--- config.mk ---
export PLATFORM = sky130hd
export DESIGN_NAME = universal_reg_sync
export DESIGN_NICKNAME = d
export VERILOG_FILES = /design/src/rtl/universal_reg_sync_pkg.sv /design/src/rtl/universal_reg_sync_next_state.sv /design/src/rtl/universal_reg_sync.sv
export SDC_FILE = /design/constraint.sdc
export NUM_CORES = 1
export LEC_CHECK = 0
export BUFFER_PORTS_ARGS = -buffer_cell sky130_fd_sc_hd__buf_2
export CORE_AREA = 2 2 39 41
export CTS_BUF_LIST = sky130_fd_sc_hd__clkbuf_4 sky130_fd_sc_hd__clkbuf_8
export CTS_CLUSTER_DIAMETER = 40
export CTS_CLUSTER_SIZE = 25
export DETAILED_ROUTE_END_ITERATION = 16
export DIE_AREA = 0 0 41 43
export PLACE_DENSITY = 0.69
export SYNTH_ARGS = -nofsm -noshare
export SYNTH_HDL_FRONTEND = slang
export SYNTH_SLANG_ARGS = --single-unit
--- constraint.sdc ---
create_clock -name Clock -period 3.85 [get_ports Clock]
set_input_delay 0.1925 -clock Clock [delete_from_list [all_inputs] [get_ports Clock]]
set_output_delay 0.1925 -clock Clock [all_outputs]
set_load 0.01 [all_outputs]
--- src/rtl/universal_reg_sync_pkg.sv ---
// Shared operating-mode encodings for the universal register and its bench.
package universal_reg_defs;

   typedef enum logic [2:0] {
      MODE_HOLD = 3'b000,
      MODE_LOAD = 3'b001,
      MODE_SHL  = 3'b010,
      MODE_SHR  = 3'b011,
      MODE_ROL  = 3'b100,
      MODE_ROR  = 3'b101,
      MODE_INC  = 3'b110,
      MODE_DEC  = 3'b111
   } mode_e;

endpackage

--- src/rtl/universal_reg_sync_next_state.sv ---
// Combinational next-state and carry selection for the universal register.
module ureg_next_state
   import universal_reg_defs::*;
#(
   parameter int unsigned WIDTH = 4
) (
   input  logic [WIDTH-1:0] Q,
   input  logic             Carry,
   input  logic [2:0]       Mode,
   input  logic [WIDTH-1:0] D,
   input  logic             SerialIn,
   output logic [WIDTH-1:0] next_q,
   output logic             next_carry
);

   always_comb begin
      next_q     = Q;
      next_carry = Carry;
      case (mode_e'(Mode))
         MODE_HOLD: begin
            next_q     = Q;
            next_carry = Carry;
         end
         MODE_LOAD: begin
            next_q     = D;
            next_carry = 1'b0;
         end
         MODE_SHL: begin
            next_q     = {Q[WIDTH-2:0], SerialIn};
            next_carry = Q[WIDTH-1];
         end
         MODE_SHR: begin
            next_q     = {SerialIn, Q[WIDTH-1:1]};
            next_carry = Q[0];
         end
         MODE_ROL: begin
            next_q     = {Q[WIDTH-2:0], Q[WIDTH-1]};
            next_carry = Q[WIDTH-1];
         end
         MODE_ROR: begin
            next_q     = {Q[0], Q[WIDTH-1:1]};
            next_carry = Q[0];
         end
         // Carry is the top bit of the WIDTH+1 sum, so all-ones wraps with Carry=1.
         MODE_INC: {next_carry, next_q} = {1'b0, Q} + {{WIDTH{1'b0}}, 1'b1};
         MODE_DEC: begin
            next_q     = Q - {{(WIDTH-1){1'b0}}, 1'b1};
            next_carry = (Q == '0);
         end
      endcase
   end

endmodule

--- src/rtl/universal_reg_sync.sv ---
// WIDTH-bit register with sync reset, enable, and hold/load/shift/rotate/count modes.
module universal_reg_sync
   import universal_reg_defs::*;
#(
   parameter int unsigned      WIDTH       = 4,
   parameter logic [WIDTH-1:0] RESET_VALUE = '0
) (
   input  logic             Clock,
   input  logic             Reset,
   input  logic             Enable,
   input  logic [2:0]       Mode,
   input  logic [WIDTH-1:0] D,
   input  logic             SerialIn,
   output logic [WIDTH-1:0] Q,
   output logic             Carry,
   output logic             Zero
);

   generate
      if (WIDTH < 2) begin : g_width_check
         $error("universal_reg_sync: WIDTH must be at least 2");
      end
   endgenerate

   logic [WIDTH-1:0] next_q;
   logic             next_carry;

   ureg_next_state #(.WIDTH(WIDTH)) u_next (
      .Q          (Q),
      .Carry      (Carry),
      .Mode       (Mode),
      .D          (D),
      .SerialIn   (SerialIn),
      .next_q     (next_q),
      .next_carry (next_carry)
   );

   always_ff @(posedge Clock) begin
      if (Reset) begin
         Q     <= RESET_VALUE;
         Carry <= 1'b0;
      end else if (Enable) begin
         Q     <= next_q;
         Carry <= next_carry;
      end
   end

   assign Zero = (Q == '0);

endmodule
### Yosys cells after proc, flatten, opt, wreduce, memory -nomap -nowiden

Cells that the tools add are included.

* add/sub/neg operators: 2
* multiply operators: 0
* div/mod/pow operators: 0
* $lt $le $gt $ge: 0
* eq/ne operators: 7
* shift-type cells: 0
* multiplexer cells: 2
* bitwise gates (word level): 1
* reductions and logical operators: 5

Operators by type and width (number)
* $pmux W4 S7: 1
* $eq A3 B3 Y1 const B: 4
* $eq A3 B2 Y1 const B: 2
* $add A4 B1 Y5 const B: 1
* $pmux W1 S5: 1
* $logic_not A4 Y1: 1
* $reduce_or A2 Y1: 2
* $sub A4 B1 Y4 const B: 1
* $eq A3 B1 Y1 const B: 1
* $logic_not A3 Y1: 1
* $reduce_and A2 Y1: 1
* $not A1 Y1: 1

* register bits: 5
* bits in latches: 0
* memory bits (writable): 0
* memory bits (read-only): 0
* logic and storage cells: 19
* memories kept: 0

### Depth between registers and ports, before layout

* depth in word-level cells: 3
* depth in mapped cells: 6
* gate-level depth less buffers: 6

### Hierarchy

From an unflattened synthesis, not the netlist that was laid out.

* cell total of the unflattened synthesis: 82
* area, all modules: 628.1 µm²

By module, submodules not included
* ureg_next_state: instances 1, cells an instance 65, area each 441.7 µm²
* universal_reg_sync: instances 1, cells an instance 17, area each 186.4 µm²

### Worst setup path after synthesis

Ideal clock, no wire load.

* kind: reg2reg
* start: register Q[0]
* end: register Q[1]
* library setup time: 0.086 ns
* arrival: 1.395 ns
* data required time: 3.764 ns
* path slack: 2.369 ns
* stages on the path, launching flop included: 7
* buffers on the path: 0
* period minus slack after synthesis: 1.481 ns
* cell sequence: dfxtp_1 > inv_1 > ha_1 > inv_1 > o32ai_1 > a221oi_1 > a211oi_1

* longest elaborated chain between the ends: 2
* elaborated cells on any way between the ends: 3
* those cells by class: add/sub (2); mux (1)

RTL lines
* from (decl): RTL line universal_reg_sync.sv:14 `output logic [WIDTH-1:0] Q,`
* from (signal assigned): RTL line universal_reg_sync.sv:43 `Q <= next_q;`
* $sub A4 B1 Y4 or $add A4 B1 Y5 (tied branches): RTL line universal_reg_sync_next_state.sv:47, universal_reg_sync_next_state.sv:45
* $pmux W4 S7 (*): RTL line universal_reg_sync_next_state.sv:19 `case (mode_e'(Mode))`

Every way passes the cells marked *; elsewhere a longest branch is shown, timed or not.
A chain may end at the register's enable or synchronous reset.

### Worst setup path in the final report

* start: register Q[0]
* end: register Carry

* longest elaborated chain between the ends: 2
* elaborated cells on any way between the ends: 3
* those cells by class: add/sub (1); mux (1); reduce/logical (1)

RTL lines
* $add A4 B1 Y5 or $logic_not A4 Y1 (tied branches): RTL line universal_reg_sync_next_state.sv:45, universal_reg_sync_next_state.sv:48
* $pmux W1 S5 (*): RTL line universal_reg_sync_next_state.sv:19
* to (signal assigned): RTL line universal_reg_sync.sv:44 `Carry <= next_carry;`
* to (decl): RTL line universal_reg_sync.sv:15 `output logic Carry,`

Marked as above.

==> impl_metrics.toml <==
[run_status]
status = "finished clean"

[layout]
fillers = 143
synthToLayoutAreaGrowth_pct = 15.8
final_common_cell = "buf_2"
layout_common_cells = "buf_2 (16), inv_1 (8), dfxtp_1 (5)"
antenna_cells = 0
nNetsFinal = 101
final_util_pct = 48.3
drive_gt1_share_pct = 27.9

[sta]
fmax_mhz = 608
fin_worst_skew_ps = 4.79
rsz0062_at_grt = "false"
fin_tns_setup_ps = 0
hold_viol = 0
fin_crit_sh_pct = 42.7
worst_slew_pin_slew_ps = 602
setup_viol = 0
slew_viol_final = 0
slew-limit-headroom_pct = 58.8
period_needed_ps = 1640
worst_slack_ps = 2210

[logic_synthesis]
netlist_area_sq_um = 577
yosysSeqAreaShare_pct = 17.4
yosys_warnings = 0
syn_inst = 72
ys_ff_latch = 5
syn_nets = 86
avgSynthCellArea_sq_um = 8.01
synth_cell_types = 40

[clock_network]
cts_sinks = 5
cts_buffer_depth = 2
post_cts_resized = 0
clk_pin_slew_ps = 50
postCtsSetupRepairBufs = 0
numCtsBuffers = 3
cts_root_buf = "clkbuf_4"
cts_tree = "built"
cts_hold_buf = 0
clock_latency_ps = 250
htree_num_levels = 1

[critical_path]
max_stage_delay_ps = 490
critPathSlowestCell = "dfxtp_1"
crit_family = "compound AO/OA/AOI/OAI gates"
cp_max_fo = 10
crit_chain = "inv_1 > ha_1 > nand2b_1 > nor4_1 > o311ai_0 > a21oi_1"
arrival_ps = 1760
end_kind = "flip-flop"
crit_buf_inv = 1
critPathKind = "flip-flop to flip-flop"
cp_data_required_time_ps = 3960
start_kind = "flip-flop"

[route]
wl_per_cell_um = 14.1
drc = 0
vias = 598
avgViaCountPerCell = 5.86
routed_wirelength_mm = 1.44
drtPass1Iterations = 4
final_antenna_net_count = 0
drtIter0Drc = 14

[global_route]
gr-total-overflow = 0
grt_pass1_vias = 503
antenna_found_initial = 0
grt.total_usage_pct = 19.6
grt_max_degree = 18
grt_pass1_wl_mm = 2.29

[run]
drv_cap = 0

[power]
powerDensity_nw_per_um2 = 294
ir_drop_mv = 0.201
power.leakage_nw = 0.283
power.total_mw = 0.196

[place]
hpwlAfterDp_mm = 1.08
place_ws_ps = 2220
place_congestion = 0.814
port_buffers = 16

[floorplan]
die_area_sq_um = 1760
core_sq_um = 1380
num_rows = 14
die_w_um = 41
start_util_pct = 41.7
die_y_um = 43
io_pins = 17

[min_path]
hold_path.class = "input port to flip-flop"
[cell usage after synthesis, drive strengths merged]
cell	count	area share, %
inv	8	5.2
buf	5	5.9
dfxtp	5	17
a21oi	4	3.5
nand2	4	2.6
a211oi	3	4.8
a311oi	3	4.6
ha	3	6.5
nand2b	3	3.3
o21ai	3	3.3
mux2i	2	3.5
nand3b	2	2.6
nor4	2	2.2
o41ai	2	3.0
xnor2	2	3.0
a2111oi	1	1.5
a211o	1	1.5
a221o	1	1.7
a221oi	1	1.5
a22oi	1	1.3
and2b	1	1.3
clkbuf	1	0.87
mux2	1	2.0
nand3	1	0.87
nand4b	1	1.5
nor2	1	0.65
nor3	1	0.87
nor3b	1	1.3
nor4b	1	1.5
o211ai	1	2.2
o22ai	1	1.1
o311ai	1	1.5
o32ai	1	1.5
or2	1	1.1
or2b	1	1.3
or4b	1	1.7
[logic make-up (layout without fill, tap and decap cells)]
group | count (synthesis) | after routing | synth area share (%)
xor+xnor | 2 | 2 | 3.04
buf+inv | 14 | 28 | 11.9
fa+ha+maj | 3 | 3 | 6.51
flops | 5 | 5 | 17.4
simple gates | 21 | 21 | 22.8
mux | 3 | 3 | 5.42
compound gates | 24 | 24 | 33.0
[flip-flops by register name, indices dropped and copies added, names as in the netlist]
register,cells
Carry,1
Q,4
[stage by stage]
step / instances / area [sq um] / hold WS (ps)
finish: 102 / 668 / 195
CTS: 102 / 668 / 190
global route: 102 / 668 / 183
global placement: 98 / 638 / 442
detailed placement: 98 / 638 / 446
floorplan: 72 / 577 / 262
[power breakdown]
part | internal (mW) | total [mW] | switching, mW
sequential | 0.0558 | 0.0637 | 0.00796
combinational | 0.0278 | 0.0625 | 0.0348
clock | 0.0464 | 0.0701 | 0.0238
[routing by layer]
layer / track usage [%] / wire length, um / vias to the layer above
met1: 25.1 / 649 / 278
met4: 4.00 / 3 / 0
met5: 0 / 0 / -
met2: 29.1 / 706 / 16
met3: 9.42 / 80 / 2
li1: - / - / 302
[final cells by class]
cell class	instances	area, sq um	area share, %
Clock buffer	4	30.0	4.49
Inverter	8	30.0	4.49
Multi-Input combinational cell	53	408	61.0
Sequential cell	5	100	15.0
Tap cell	16	20.0	3.00
Timing Repair Buffer	16	80.1	12.0
[worst register-to-register path, stage by stage (launching register included)]
cell	delay (ps)
dfxtp_1	490
inv_1	160
ha_1	230
nand2b_1	80
nor4_1	50
o311ai_0	400
a21oi_1	110
[worst paths after layout]
path | start | to | slack (ps) | cells past startpoint
setup / recovery | Q[0] | Carry | 2210 | 6
hold / removal | Reset | Carry | 190 | 2
setup reg to reg | Q[0] | Carry | 2210 | 6
hold reg to reg | Carry | Carry | 450 | 2
Power figures use the tool's default switching activity.
